$ cat src/rtl/pipe_skid_reg_pkg.sv
// -----------------------------------------------------------------------------
// pipe_skid_reg_pkg
// Shared encodings for the elastic pipeline stage register.
//   - pipe_lvl_e: occupancy / state encoding reported on pipe_skid_reg.level.
//   - Stage field widths and the EX/MEM payload width and bubble value,
//     built from the exception, memory-op and register-address fields.
// Stages pack their own fields into the opaque payload; this package only
// provides the sizes and the bubble (NOP / DISABLE_) value.
// -----------------------------------------------------------------------------
package pipe_skid_reg_pkg;

    // Occupancy of the stage register; doubles as the state encoding.
    typedef enum logic [1:0] {
        PIPE_LVL_EMPTY = 2'd0,
        PIPE_LVL_ONE   = 2'd1,
        PIPE_LVL_TWO   = 2'd2
    } pipe_lvl_e;

    // Existing core field widths.
    localparam int WORD_W     = 32;
    localparam int EXP_CODE_W = 4;
    localparam int MEM_OP_W   = 4;
    localparam int REG_ADDR_W = 5;

    // Existing core field encodings used for a bubble.
    localparam logic [EXP_CODE_W-1:0] EXP_NO_EXP    = '0;
    localparam logic [MEM_OP_W-1:0]   MEM_OP_NOP    = '0;
    localparam logic [REG_ADDR_W-1:0] REG_ADDR_ZERO = '0;
    localparam logic [WORD_W-1:0]     WORD_ZERO     = '0;
    localparam logic                  DISABLE_      = 1'b1;  // active-low enables

    // EX/MEM payload: {exp_code, pc, mem_op, rd_addr, gpr_we_, result}
    localparam int EX_MEM_PAYLOAD_W =
        EXP_CODE_W + WORD_W + MEM_OP_W + REG_ADDR_W + 1 + WORD_W;

    localparam logic [EX_MEM_PAYLOAD_W-1:0] EX_MEM_PAYLOAD_RST =
        {EXP_NO_EXP, WORD_ZERO, MEM_OP_NOP, REG_ADDR_ZERO, DISABLE_, WORD_ZERO};

endpackage : pipe_skid_reg_pkg

$ cat src/rtl/pipe_skid_reg.sv
// -----------------------------------------------------------------------------
// pipe_skid_reg
// Elastic pipeline register between core stages, valid/ready handshake on
// both sides, opaque DATA_W payload. Flush inserts a bubble carrying RESET_VAL.
//
// Build option (macro PIPE_SKID_EN):
//   defined   - main + skid slot; in_ready is a flop (level != 2), so
//               back-pressure never forms a combinational path across stages.
//   undefined - main slot only; in_ready = !out_valid | out_ready.
//
// Ports:
//   clk        clock
//   reset      asynchronous, active-high reset
//   flush      synchronous kill of all held entries (highest priority)
//   in_valid   upstream has a payload
//   in_data    upstream payload
//   in_ready   stage can accept this cycle
//   out_valid  downstream payload valid
//   out_data   downstream payload (main slot)
//   out_ready  downstream accepts this cycle
//   level      occupancy 0, 1 or 2
// -----------------------------------------------------------------------------
module pipe_skid_reg
    import pipe_skid_reg_pkg::*;
#(
    parameter int                DATA_W    = 32,
    parameter logic [DATA_W-1:0] RESET_VAL = {DATA_W{1'b0}}
) (
    input  logic              clk,
    input  logic              reset,
    input  logic              flush,
    input  logic              in_valid,
    input  logic [DATA_W-1:0] in_data,
    output logic              in_ready,
    output logic              out_valid,
    output logic [DATA_W-1:0] out_data,
    input  logic              out_ready,
    output logic [1:0]        level
);

    pipe_lvl_e         level_q, level_d;
    logic [DATA_W-1:0] main_q, main_d;
    logic              accept;
    logic              dequeue;

    assign out_valid = (level_q != PIPE_LVL_EMPTY);
    assign out_data  = main_q;
    assign level     = level_q;

    // A flush-cycle input is dropped even when in_ready is high.
    assign accept  = in_valid & in_ready & ~flush;
    assign dequeue = out_valid & out_ready;

`ifdef PIPE_SKID_EN

    logic [DATA_W-1:0] skid_q, skid_d;
    logic              in_ready_q;

    assign in_ready = in_ready_q;

    always_comb begin
        // NOTE: every always_comb output gets a default first so no path
        // leaves it unassigned, which would infer a latch.
        level_d = level_q;
        main_d  = main_q;
        skid_d  = skid_q;

        case (level_q)
            PIPE_LVL_EMPTY: begin
                if (accept) begin
                    level_d = PIPE_LVL_ONE;
                    main_d  = in_data;
                end
            end
            PIPE_LVL_ONE: begin
                if (accept && !dequeue) begin
                    level_d = PIPE_LVL_TWO;
                    skid_d  = in_data;
                end else if (accept && dequeue) begin
                    main_d  = in_data;
                end else if (dequeue) begin
                    level_d = PIPE_LVL_EMPTY;
                end
            end
            PIPE_LVL_TWO: begin
                // in_ready is low here, so accept cannot fire.
                if (dequeue) begin
                    level_d = PIPE_LVL_ONE;
                    main_d  = skid_q;
                end
            end
            default: level_d = PIPE_LVL_EMPTY;
        endcase

        // A simultaneous dequeue is treated as taken downstream; the held
        // entries are killed either way.
        if (flush) begin
            level_d = PIPE_LVL_EMPTY;
            main_d  = RESET_VAL;
            skid_d  = RESET_VAL;
        end
    end

    // NOTE: state uses non-blocking assignments so every flop samples the
    // pre-edge values regardless of statement order.
    always_ff @(posedge clk or posedge reset) begin
        if (reset) begin
            // NOTE: the payload slots are reset (not left X) because out_data
            // must show RESET_VAL whenever the stage is empty after reset.
            level_q    <= PIPE_LVL_EMPTY;
            main_q     <= RESET_VAL;
            skid_q     <= RESET_VAL;
            in_ready_q <= 1'b1;
        end else begin
            level_q    <= level_d;
            main_q     <= main_d;
            skid_q     <= skid_d;
            // Registered from the next level so in_ready never sees out_ready
            // or flush combinationally.
            in_ready_q <= (level_d != PIPE_LVL_TWO);
        end
    end

`else

    // Single slot: can refill in the same cycle the held payload leaves.
    assign in_ready = ~out_valid | out_ready;

    always_comb begin
        level_d = level_q;
        main_d  = main_q;

        case (level_q)
            PIPE_LVL_EMPTY: begin
                if (accept) begin
                    level_d = PIPE_LVL_ONE;
                    main_d  = in_data;
                end
            end
            PIPE_LVL_ONE: begin
                // accept here implies dequeue (in_ready needs out_ready).
                if (accept) begin
                    main_d  = in_data;
                end else if (dequeue) begin
                    level_d = PIPE_LVL_EMPTY;
                end
            end
            default: level_d = PIPE_LVL_EMPTY;
        endcase

        if (flush) begin
            level_d = PIPE_LVL_EMPTY;
            main_d  = RESET_VAL;
        end
    end

    always_ff @(posedge clk or posedge reset) begin
        if (reset) begin
            level_q <= PIPE_LVL_EMPTY;
            main_q  <= RESET_VAL;
        end else begin
            level_q <= level_d;
            main_q  <= main_d;
        end
    end

`endif

endmodule : pipe_skid_reg

$ cat config.mk
export PLATFORM = sky130hd
export DESIGN_NAME = pipe_skid_reg
export DESIGN_NICKNAME = d
export VERILOG_FILES = /design/src/rtl/pipe_skid_reg_pkg.sv /design/src/rtl/pipe_skid_reg.sv
export SDC_FILE = /design/constraint.sdc
export NUM_CORES = 1
export LEC_CHECK = 0
export CORE_MARGIN = 2
export CORE_UTILIZATION = 41
export DETAILED_ROUTE_END_ITERATION = 10
export PLACE_DENSITY_LB_ADDON = 0.08
export SYNTH_ARGS = -nofsm -noshare
export SYNTH_HDL_FRONTEND = slang
export SYNTH_SLANG_ARGS = --single-unit
$ cat constraint.sdc
create_clock -name clk -period 1.4 [get_ports clk]
set_clock_uncertainty 0.05 [all_clocks]
set_input_delay 0.21 -clock clk [delete_from_list [all_inputs] [get_ports clk]]
set_output_delay 0.21 -clock clk [all_outputs]
set_load 0.1 [all_outputs]
==> results.md <==
- Status: finished, final reports clean
- Post-synth net total: 191
- First DRT Iteration DRCs: 79
- Total power divided by cell area: 1030 mW/mm^2
- Number of buffers and inverters on the critical path: 2
- I/O Buffers: 71
- Adder-cell share of the synthesized area: 0
- Share of the synthesized area in compound gates (AO/OA/AOI/OAI): 0.311
- Vias per cell: 5.24
- Resize count post-CTS: 0
- Unique cell type count in the Yosys netlist: 14
- Fraction of layout instances using a drive strength above 1: 0.529
- Global-route wire length before repair: 6980 um
- Maximum capacitance violations: 0
- Critical path arrival: 1.10 ns
- I/O pins: 73
- Die Outline Area: 0.00450 mm^2
- Endpoint type of the worst setup path: primary output
- Initial antenna violation count: 0
- Share of the yosys chip area belonging to registers: 0.506
- Largest incremental delay on the critical path: 0.49 ns
- Combinational family with the most area after synthesis: compound AO/OA/AOI/OAI gates
- Proportion of synthesized area in mux cells: 0
- Post-detailed-route DRC marker count: 0
- Width of the die: 67.1 um
- Setup crit start kind: flop
- Clock-pin slew on the worst setup and hold paths: 0.07 ns
- Site Rows: 22
- Via count of the first global-routing pass: 1491
- Die height: 67.1 um
- Routed Wire Length: 4260 um
- Core region area: 0.00374 mm^2
- Pin count of the biggest net entering global routing: 66
- Clock root cell: clkbuf_8
- GRT Util Overall: 0.212
- Cell Area, Placed: 0.00280 mm^2
- Sink count of the clock tree: 33
- Area of all placed cells without fillers: 0.00292 mm^2
- Antenna diode instance count: 0
- Setup Viol. Count Final: 0
- Number of synthesis warnings: 0
- Area fraction in and, or, nand and nor cells after synthesis: 0.107
- Endpoints failing hold: 0
- Number of nets with antenna violations after routing: 0
- Final estimated routing congestion in global placement: 0.653
- Slew Viols, Final: 0
- Cell area after synthesis: 0.00163 mm^2
- Worst EP required: 1.14 ns
- Overall overflow remaining after global route: 0
- Top cell type's share of synthesized area: 0.506
- Flops & latches, synth: 33
- Depth of the most critical reg-to-reg path: 5
- Clock latency on the worst-skew pair: 0.28 ns
- Hold/Removal Path Class: in -> async
- Top cells by area, synth: dfrtp_1 (51%), a21bo_2 (16%), nand3_1 (9.8%), a21oi_1 (8.3%), a21bo_1 (3.7%)
- Total via count after detailed routing: 1419
- Standby leakage power: 1.19 nW
- Num CTS Buffers: 5
- Peak supply drop: 0.605 mV
- Fin crit share: 0.975
- Largest delay share family, worst path: flip-flops
- RSZ-0062 raised after global routing: no
- Largest buffer count on any clock path: 2
- Post-layout net count: 259
- Leading area contributor after synthesis: dfrtp_1
- Fmax: 733 MHz
- Worst setup path category: reg -> out
- Biggest fanout along the worst timing path: 2
- Crit path max-delay cell type: dfrtp_4
- Routed wire length per instance: 15.7 um
- Total power consumption of the routed design: 0.00302 W
- Cells after synthesis: 154
- Synth-to-layout area growth: 78.9%
- Half-perimeter wire length of the detailed placement result: 3030 um
- Final worst path period need: 1.36 ns
- Crit path depth: 2
- Parity-gate share of the synthesized area counting xor and xnor cells: 0
- Worst path cell trace: buf_4 -> buf_12
- Starting density of the core: 0.436
- Synthesized area divided by synthesized cell count: 10.6 um^2
- Clock tree from TritonCTS: yes
- Total number of H-tree levels: 2
- Number of optimization iterations in the first detailed-route pass: 4
logic make-up after synthesis:
| family | after synthesis |
|---|---|
| AOI/OAI and AO/OA | 65 |
| other | 1 |
| DFF | 33 |
| buffers and inverters | 22 |
| and+or+nand+nor | 33 |
routing by layer:
metal  track usage  wire, um  vias up
li1              -         -      674
met1         0.244      1630      696
met2         0.373      2290       43
met3        0.0642       270        6
met4        0.0689        63        0
met5             0         0        -
cell type report:
| type | count | area [um^2] |
|---|---|---|
| tap | 48 | 60.1 |
| clock buffer | 7 | 86.3 |
| sequential | 33 | 868 |
| inverter | 2 | 7.51 |
| timing repair buffer | 81 | 1180 |
| fill | 253 | 825 |
| clock inverter | 1 | 30.0 |
| multi-input combinational | 99 | 686 |
metrics by stage:
stage                     std cells   util  hold slack [ns]  TNS (ns)  setup slack, ns
final                           271  0.780            0.202         0           0.0353
after floorplan                 154      -            0.287   -0.0304          -0.0304
after global routing            271  0.780            0.237         0           0.0157
after CTS                       271  0.780            0.206         0           0.0302
after global placement          262  0.747            0.519    -0.438          -0.0228
after detailed placement        262  0.747            0.523    -0.942          -0.0605
registers in the layout, summed over array words and instances, names as in the netlist:
register and cells:
level 1, out_data 32
worst min-delay path: cells and delay by family:
family | cells | cell delay [ns]
buffers and inverters | 3 | 0.69
cell usage after synthesis:
library cell	number
a21bo_1	6
a21bo_2	26
a21oi_1	27
a21oi_2	6
buf_2	11
buf_4	2
buf_6	2
clkbuf_1	4
clkbuf_2	1
conb_1	1
dfrtp_1	33
inv_1	2
nand2b_4	1
nand3_1	32
report_power, final:
part	switching (W)	total, W	internal (W)
Clock	0.000340	0.000920	0.000580
Combinational	0.000609	0.00102	0.000412
Sequential	0.0000576	0.00107	0.00102
placed cells by master, fill, tap and decap left out, types with 2 or more instances in the layout:
master and count:
buf_12 39, a21oi_1 27, nand3_1 32, clkdlybuf4s50_1 35, dfrtp_2 31, inv_1 2, a21oi_2 6, a21bo_1 6
a21bo_2 26, buf_4 6, clkbuf_8 6
final timing paths:
path | slack, ns | to | from
worst max register to register | 0.07 | out_data[30] | level[0]
worst min register to register | 0.63 | out_data[2] | level[0]
min in group clk | 0.38 | out_data[8] | in_valid
worst min-delay path | 0.20 | out_data[0] | reset
worst max-delay path | 0.04 | level[0] | level[0]
max in group asynchronous | 0.87 | level[0] | reset
what timing repair did:
action	in CTS	in global routing
setup endpoints to repair	1	0
hold buffers	0	0
setup buffers	2	0
No activity file was read; power rests on OpenSTA's default activity.
